File: config.mk
export PLATFORM = sky130hd
export DESIGN_NAME = median_axis_frame_monitor
export DESIGN_NICKNAME = d
export VERILOG_FILES = /design/src/rtl/median_pkg.sv /design/src/rtl/median_axis_frame_monitor.sv
export SDC_FILE = /design/constraint.sdc
export NUM_CORES = 1
export LEC_CHECK = 0
export BUFFER_PORTS_ARGS = -buffer_cell sky130_fd_sc_hd__buf_2
export CAP_MARGIN = 20
export CELL_PAD_IN_SITES_DETAIL_PLACEMENT = 1
export CELL_PAD_IN_SITES_GLOBAL_PLACEMENT = 1
export CORE_MARGIN = 8
export CORE_UTILIZATION = 40
export CTS_BUF_LIST = sky130_fd_sc_hd__clkbuf_4
export DETAILED_ROUTE_END_ITERATION = 10
export GPL_TIMING_DRIVEN = 1
export PLACE_DENSITY = 0.84
export SLEW_MARGIN = 20
export SYNTH_ARGS = -nofsm -noshare
export SYNTH_HDL_FRONTEND = slang
export SYNTH_SLANG_ARGS = --single-unit
File: constraint.sdc
create_clock -name i_clk -period 6.6 [get_ports i_clk]
set_input_delay 1.32 -clock i_clk [delete_from_list [all_inputs] [get_ports i_clk]]
set_output_delay 1.32 -clock i_clk [all_outputs]
set_load 0.05 [all_outputs]
File: src/rtl/median_pkg.sv
// Shared types and constants for the median filter stream sink.
// Frame states, error bit indices and datapath widths.
package median_pkg;

  typedef enum logic [0:0] {
    WAIT_SOF = 1'b0,
    IN_FRAME = 1'b1
  } state_t;

  localparam int ERR_SOF_MISSING = 0;
  localparam int ERR_EARLY_EOL   = 1;
  localparam int ERR_LATE_EOL    = 2;
  localparam int ERR_EARLY_SOF   = 3;
  localparam int ERR_CFG         = 4;
  localparam int ERR_NUM         = 5;

  localparam int IMG_DIM_W = 13;
  localparam int CHKSUM_W  = 32;

endpackage

File: src/rtl/median_axis_frame_monitor.sv
// AXI4-Stream video sink: tracks frame position, flags framing
// errors, and reports per-frame checksum and frame count.
module median_axis_frame_monitor
  import median_pkg::*;
#(
  parameter int DATA_WIDTH = 8,
  parameter int CNT_WIDTH  = 16
) (
  input  logic                  i_clk,
  input  logic                  i_aresetn,
  input  logic [IMG_DIM_W-1:0]  WIDTH,
  input  logic [IMG_DIM_W-1:0]  HEIGHT,
  input  logic [DATA_WIDTH-1:0] s_axis_tdata,
  input  logic                  s_axis_tvalid,
  input  logic                  s_axis_tuser,
  input  logic                  s_axis_tlast,
  output logic                  s_axis_tready,
  input  logic                  i_clear_err,
  output logic [ERR_NUM-1:0]    o_err_flags,
  output logic                  o_frame_done,
  output logic [CNT_WIDTH-1:0]  o_frame_count,
  output logic [CHKSUM_W-1:0]   o_frame_checksum,
  output logic [IMG_DIM_W-1:0]  o_x,
  output logic [IMG_DIM_W-1:0]  o_y
);

  localparam logic [IMG_DIM_W-1:0] DIM_ONE = IMG_DIM_W'(1);

  state_t               state_q, state_n;
  logic [IMG_DIM_W-1:0] w_q, w_n, h_q, h_n;
  logic [IMG_DIM_W-1:0] x_q, x_n, y_q, y_n;
  logic [IMG_DIM_W-1:0] px, py, w_e, h_e;
  logic [CHKSUM_W-1:0]  acc_q, acc_n, base, sum_q, sum_n;
  logic [ERR_NUM-1:0]   err_set, flags_q, flags_n;
  logic [CNT_WIDTH-1:0] cnt_q, cnt_n;
  logic                 ready_q, done_n, done_q;
  logic                 beat, take, cfg_bad;
  logic                 exp_last, line_end;

  // Next-state: SOF handling, pixel accounting and frame completion
  always_comb begin
    state_n  = state_q;
    w_n      = w_q;
    h_n      = h_q;
    x_n      = x_q;
    y_n      = y_q;
    acc_n    = acc_q;
    sum_n    = sum_q;
    cnt_n    = cnt_q;
    done_n   = 1'b0;
    err_set  = '0;
    take     = 1'b0;
    px       = x_q;
    py       = y_q;
    w_e      = w_q;
    h_e      = h_q;
    base     = acc_q;
    exp_last = 1'b0;
    line_end = 1'b0;
    beat     = s_axis_tvalid && ready_q;
    cfg_bad  = (WIDTH == '0) || (HEIGHT == '0);

    if (beat) begin
      if (s_axis_tuser) begin
        err_set[ERR_EARLY_SOF] = (state_q == IN_FRAME);
        if (cfg_bad) begin
          err_set[ERR_CFG] = 1'b1;
          state_n = WAIT_SOF;
          x_n     = '0;
          y_n     = '0;
          acc_n   = '0;
        end else begin
          take    = 1'b1;
          w_e     = WIDTH;
          h_e     = HEIGHT;
          w_n     = WIDTH;
          h_n     = HEIGHT;
          px      = '0;
          py      = '0;
          base    = '0;
          state_n = IN_FRAME;
        end
      end else if (state_q == WAIT_SOF) begin
        err_set[ERR_SOF_MISSING] = 1'b1;
      end else begin
        take = 1'b1;
      end
    end

    if (take) begin
      acc_n    = base + CHKSUM_W'(s_axis_tdata);
      exp_last = (px == w_e - DIM_ONE);
      err_set[ERR_EARLY_EOL] = s_axis_tlast && !exp_last;
      err_set[ERR_LATE_EOL]  = exp_last && !s_axis_tlast;
      line_end = s_axis_tlast || exp_last;
      x_n = line_end ? '0 : px + DIM_ONE;
      y_n = line_end ? py + DIM_ONE : py;
      if (line_end && (py == h_e - DIM_ONE)) begin
        done_n  = 1'b1;
        cnt_n   = cnt_q + CNT_WIDTH'(1);
        sum_n   = acc_n;
        x_n     = '0;
        y_n     = '0;
        state_n = WAIT_SOF;
      end
    end

    flags_n = (i_clear_err ? '0 : flags_q) | err_set;
  end

  // State and status registers
  always_ff @(posedge i_clk or negedge i_aresetn) begin
    if (!i_aresetn) begin
      state_q <= WAIT_SOF;
      ready_q <= 1'b0;
      w_q     <= '0;
      h_q     <= '0;
      x_q     <= '0;
      y_q     <= '0;
      acc_q   <= '0;
      sum_q   <= '0;
      cnt_q   <= '0;
      done_q  <= 1'b0;
      flags_q <= '0;
    end else begin
      state_q <= state_n;
      ready_q <= 1'b1;
      w_q     <= w_n;
      h_q     <= h_n;
      x_q     <= x_n;
      y_q     <= y_n;
      acc_q   <= acc_n;
      sum_q   <= sum_n;
      cnt_q   <= cnt_n;
      done_q  <= done_n;
      flags_q <= flags_n;
    end
  end

  assign s_axis_tready    = ready_q;
  assign o_err_flags      = flags_q;
  assign o_frame_done     = done_q;
  assign o_frame_count    = cnt_q;
  assign o_frame_checksum = sum_q;
  assign o_x              = x_q;
  assign o_y              = y_q;

endmodule

==> flow_summary.yaml <==
run_status:
  result_of_the_run: "complete, no violations"
cts:
  tritoncts_num_sinks: 140
  cts.reportedPaths.clkPinSlew_ns: 0.13
  clock_insertion_delay_worst_skew_ns: 0.58
  ctsResizeCount: 0
  inserted_clock_buffers: 17
  holdBufCountCts: 0
  cts_tree: "yes"
  cts_buffer_depth: 2
  h-tree-depth: 4
  cts_root_buffer: "sky130_fd_sc_hd__clkbuf_4"
  postCtsSetupRepairBufs: 0
global_routing:
  overflow: 0
  via_count_of_the_first_global_routing_pass: 8435
  antenna_found_initial: 0
  grt_first_pass_wirelength_um: 43500
  grt_start_max_net_pins: 84
  track_usage_pct: 20.46
run:
  number_of_max_cap_violations: 0
synthesis:
  yosysWarningCount: 0
  yosysTopAreaCellShare_pct: 41.64
  yosysMostFrequentCell: "sky130_fd_sc_hd__nand2_1"
  synth_top_cell_by_area: "sky130_fd_sc_hd__dfrtp_1"
  syn-instance-count: 975
  synth.net_count: 1029
  async_flop_share_pct: 100.0
  synth.cell_area_um2: 8414
  synthTopCellsByCount: "sky130_fd_sc_hd__nand2_1, sky130_fd_sc_hd__dfrtp_1, sky130_fd_sc_hd__o21ai_0, sky130_fd_sc_hd__xnor2_1, sky130_fd_sc_hd__nor2_1"
  avgSynthCellArea_um2: 8.630
  synth_cell_type_count: 77
  synth-seq-cells: 140
  number_of_enable_flip_flop_cells_after_synthesis: 0
  synth_flop_cell: "sky130_fd_sc_hd__dfrtp_1"
  synth_top_cells_by_area: "sky130_fd_sc_hd__dfrtp_1, sky130_fd_sc_hd__nand2_1, sky130_fd_sc_hd__o21ai_0"
  seq_total_area_yosys_pct: 41.64
timing:
  fin_worst_skew_ns: 0.02977
  period_needed_ns: 5.689
  max_freq_mhz: 175.8
  final_max_slew_viol_count: 0
  fin_worst_hold_slack_ns: 0.4834
  hold_viol_final: 0
  setup_total_negative_slack_ns: 0
  worstMarginPinSlew_ns: 0.9931
  grt_setup_unrepaired: "no"
  worst_slew_margin_rel_pct: 33.18
  timing.final.setup_violations: 0
  period_share_pct: 86.20
setup_path:
  data_arrival_at_the_endpoint_of_the_critical_path_ns: 6.14
  criticalPathCategory: "in -> reg"
  critPathMaxFanout: 23
  rr_worst_depth: 14
  critical_path.startpoint_type: "input pin"
  crit_path_capture_type: "register"
  cp_data_required_time_ns: 7.05
  worst-r2r-setup-slack_ns: 1.78
pwr:
  power.total_w: 0.002250
  p_leak_nw: 4.336
  ir_drop_mv: 0.1091
  power_density_nw_per_um2: 234.6
placed_design:
  port_buffers: 120
  gp_routability_congestion: 0.8961
  post-dp-hpwl_um: 19340
finish:
  nets: 1134
  area_growth_syn_to_layout_pct: 13.98
  diodes: 0
  layout_fillers: 2510
  drive_gt1_share_pct: 17.31
floorplanning:
  io_pins: 121
  initial_core_util_pct: 40.41
  rows: 53
  fp.dieArea_um2: 25930
  die-width_um: 161.0
  die_h_um: 161.0
  fp.coreArea_um2: 20820
drt:
  post-route-drc-count: 0
  wl_um: 26430
  ant_nets: 0
  drt-pass1-iter-count: 5
  via_per_inst: 5.715
  drt-wirelength-per-cell_um: 19.33
  drt_first_iter_violations: 380
  via_count: 7813
hold_path:
  hold_path_stages: 2
  timing.hold.worst.class: "reg -> reg"
-- cells in the final DEF, fill, tap and decap left out, types with 7 or more instances in the layout --
master	netlist	layout
sky130_fd_sc_hd__a21oi_1	23	23
sky130_fd_sc_hd__a22o_1	8	8
sky130_fd_sc_hd__a31oi_1	12	12
sky130_fd_sc_hd__and2_1	15	15
sky130_fd_sc_hd__and3_1	20	20
sky130_fd_sc_hd__buf_2	7	119
sky130_fd_sc_hd__buf_4	3	14
sky130_fd_sc_hd__clkbuf_4	0	17
sky130_fd_sc_hd__dfrtp_1	140	140
sky130_fd_sc_hd__ha_1	13	13
sky130_fd_sc_hd__inv_1	32	32
sky130_fd_sc_hd__mux2i_1	15	15
sky130_fd_sc_hd__nand2_1	196	196
sky130_fd_sc_hd__nand3_1	38	38
sky130_fd_sc_hd__nand3b_1	7	7
sky130_fd_sc_hd__nand4_1	20	20
sky130_fd_sc_hd__nor2_1	41	41
sky130_fd_sc_hd__nor3_1	31	31
sky130_fd_sc_hd__nor4_1	18	18
sky130_fd_sc_hd__o21ai_0	83	83
sky130_fd_sc_hd__o31ai_1	24	24
sky130_fd_sc_hd__xnor2_1	45	45
sky130_fd_sc_hd__xor2_1	36	36
-- worst paths after layout --
path | end | from
worst max-delay path | o_y[5]$_DFFE_PN0P_ | WIDTH[5]
worst min-delay path | o_frame_checksum[18]$_DFFE_PN0P_ | o_frame_checksum[18]$_DFFE_PN0P_
worst max register to register | o_y[5]$_DFFE_PN0P_ | s_axis_tready$_DFF_PN0_
worst min register to register | o_frame_checksum[18]$_DFFE_PN0P_ | o_frame_checksum[18]$_DFFE_PN0P_
max in group asynchronous | o_frame_checksum[6]$_DFFE_PN0P_ | i_aresetn
min in group asynchronous | w_q[7]$_DFF_PN0_ | i_aresetn
-- final cells by class --
type / count / area (µm²) / share of cell area [%]
Multi-Input combinational cell: 755 / 4591 / 47.87
Sequential cell: 140 / 3503 / 36.53
Timing Repair Buffer: 134 / 711.9 / 7.423
Tap cell: 275 / 344.1 / 3.588
Clock inverter: 14 / 192.7 / 2.009
Clock buffer: 17 / 127.6 / 1.331
Inverter: 32 / 120.1 / 1.252
-- worst max-delay path: stages --
cell                       delay, ns
sky130_fd_sc_hd__buf_2          0.13
sky130_fd_sc_hd__nor4_4         0.47
sky130_fd_sc_hd__nand3_1        0.23
sky130_fd_sc_hd__o211a_2        0.48
sky130_fd_sc_hd__mux2i_1        0.28
sky130_fd_sc_hd__ha_1           0.46
sky130_fd_sc_hd__nor3b_1        0.56
sky130_fd_sc_hd__a311oi_1       0.22
sky130_fd_sc_hd__nor4_1         0.38
sky130_fd_sc_hd__a211o_1        0.18
sky130_fd_sc_hd__o32ai_1        0.11
sky130_fd_sc_hd__a221oi_4       0.24
sky130_fd_sc_hd__buf_4          0.32
sky130_fd_sc_hd__nand2_1        0.34
sky130_fd_sc_hd__a32oi_1        0.29
sky130_fd_sc_hd__o21ai_0        0.12
-- layer usage --
layer  vias to the layer above  GRT usage (%)  part of all wire (%)
li1                       3678              -                     -
met1                      3891          25.65                    45
met2                       201          34.32                    48
met3                        43          4.785                   4.9
met4                         0          6.439                   1.8
met5                         -              0                     0
-- flip-flops by register name (all words and copies together), names as in the netlist --
signal	cells
acc_q	32
o_frame_checksum	32
w_q	13
o_err_flags	5
o_y	13
o_frame_done	1
o_x	13
s_axis_tready	1
h_q	13
state_q	1
o_frame_count	16
-- metrics by stage --
step | worst slack (ns) | utilization [%] | instances | area (µm²)
CTS | 1.026 | 46.06 | 1367 | 9590
detailed placement | 0.5080 | 44.52 | 1336 | 9270
global route | 0.5021 | 46.06 | 1367 | 9590
global placement | 0.7065 | 44.52 | 1336 | 9270
finish | 0.9107 | 46.06 | 1367 | 9590
floorplan | 0.8660 | - | 975 | 8414
-- power by group --
| group | total [W] | switching (W) | leakage (nW) | internal [W] |
|---|---|---|---|---|
| Clock | 0.000650 | 0.000350 | 0.165 | 0.000300 |
| Combinational | 0.000597 | 0.000370 | 2.29 | 0.000227 |
| Sequential | 0.00100 | 0.0000826 | 1.88 | 0.000921 |
-- logic make-up after synthesis --
logic type                 count (synthesis)  share of synthesized area (%)
adders and majority gates                 14                          2.171
muxes                                     17                          2.052
buffers and inverters                     80                          3.807
xor gates and xnor gates                  81                          8.431
and+or+nand+nor                          431                          25.35
DFF                                      140                          41.64
AOI/OAI and AO/OA                        211                          16.51
other                                      1                        0.04457
No activity file was read; power rests on OpenSTA's default activity.
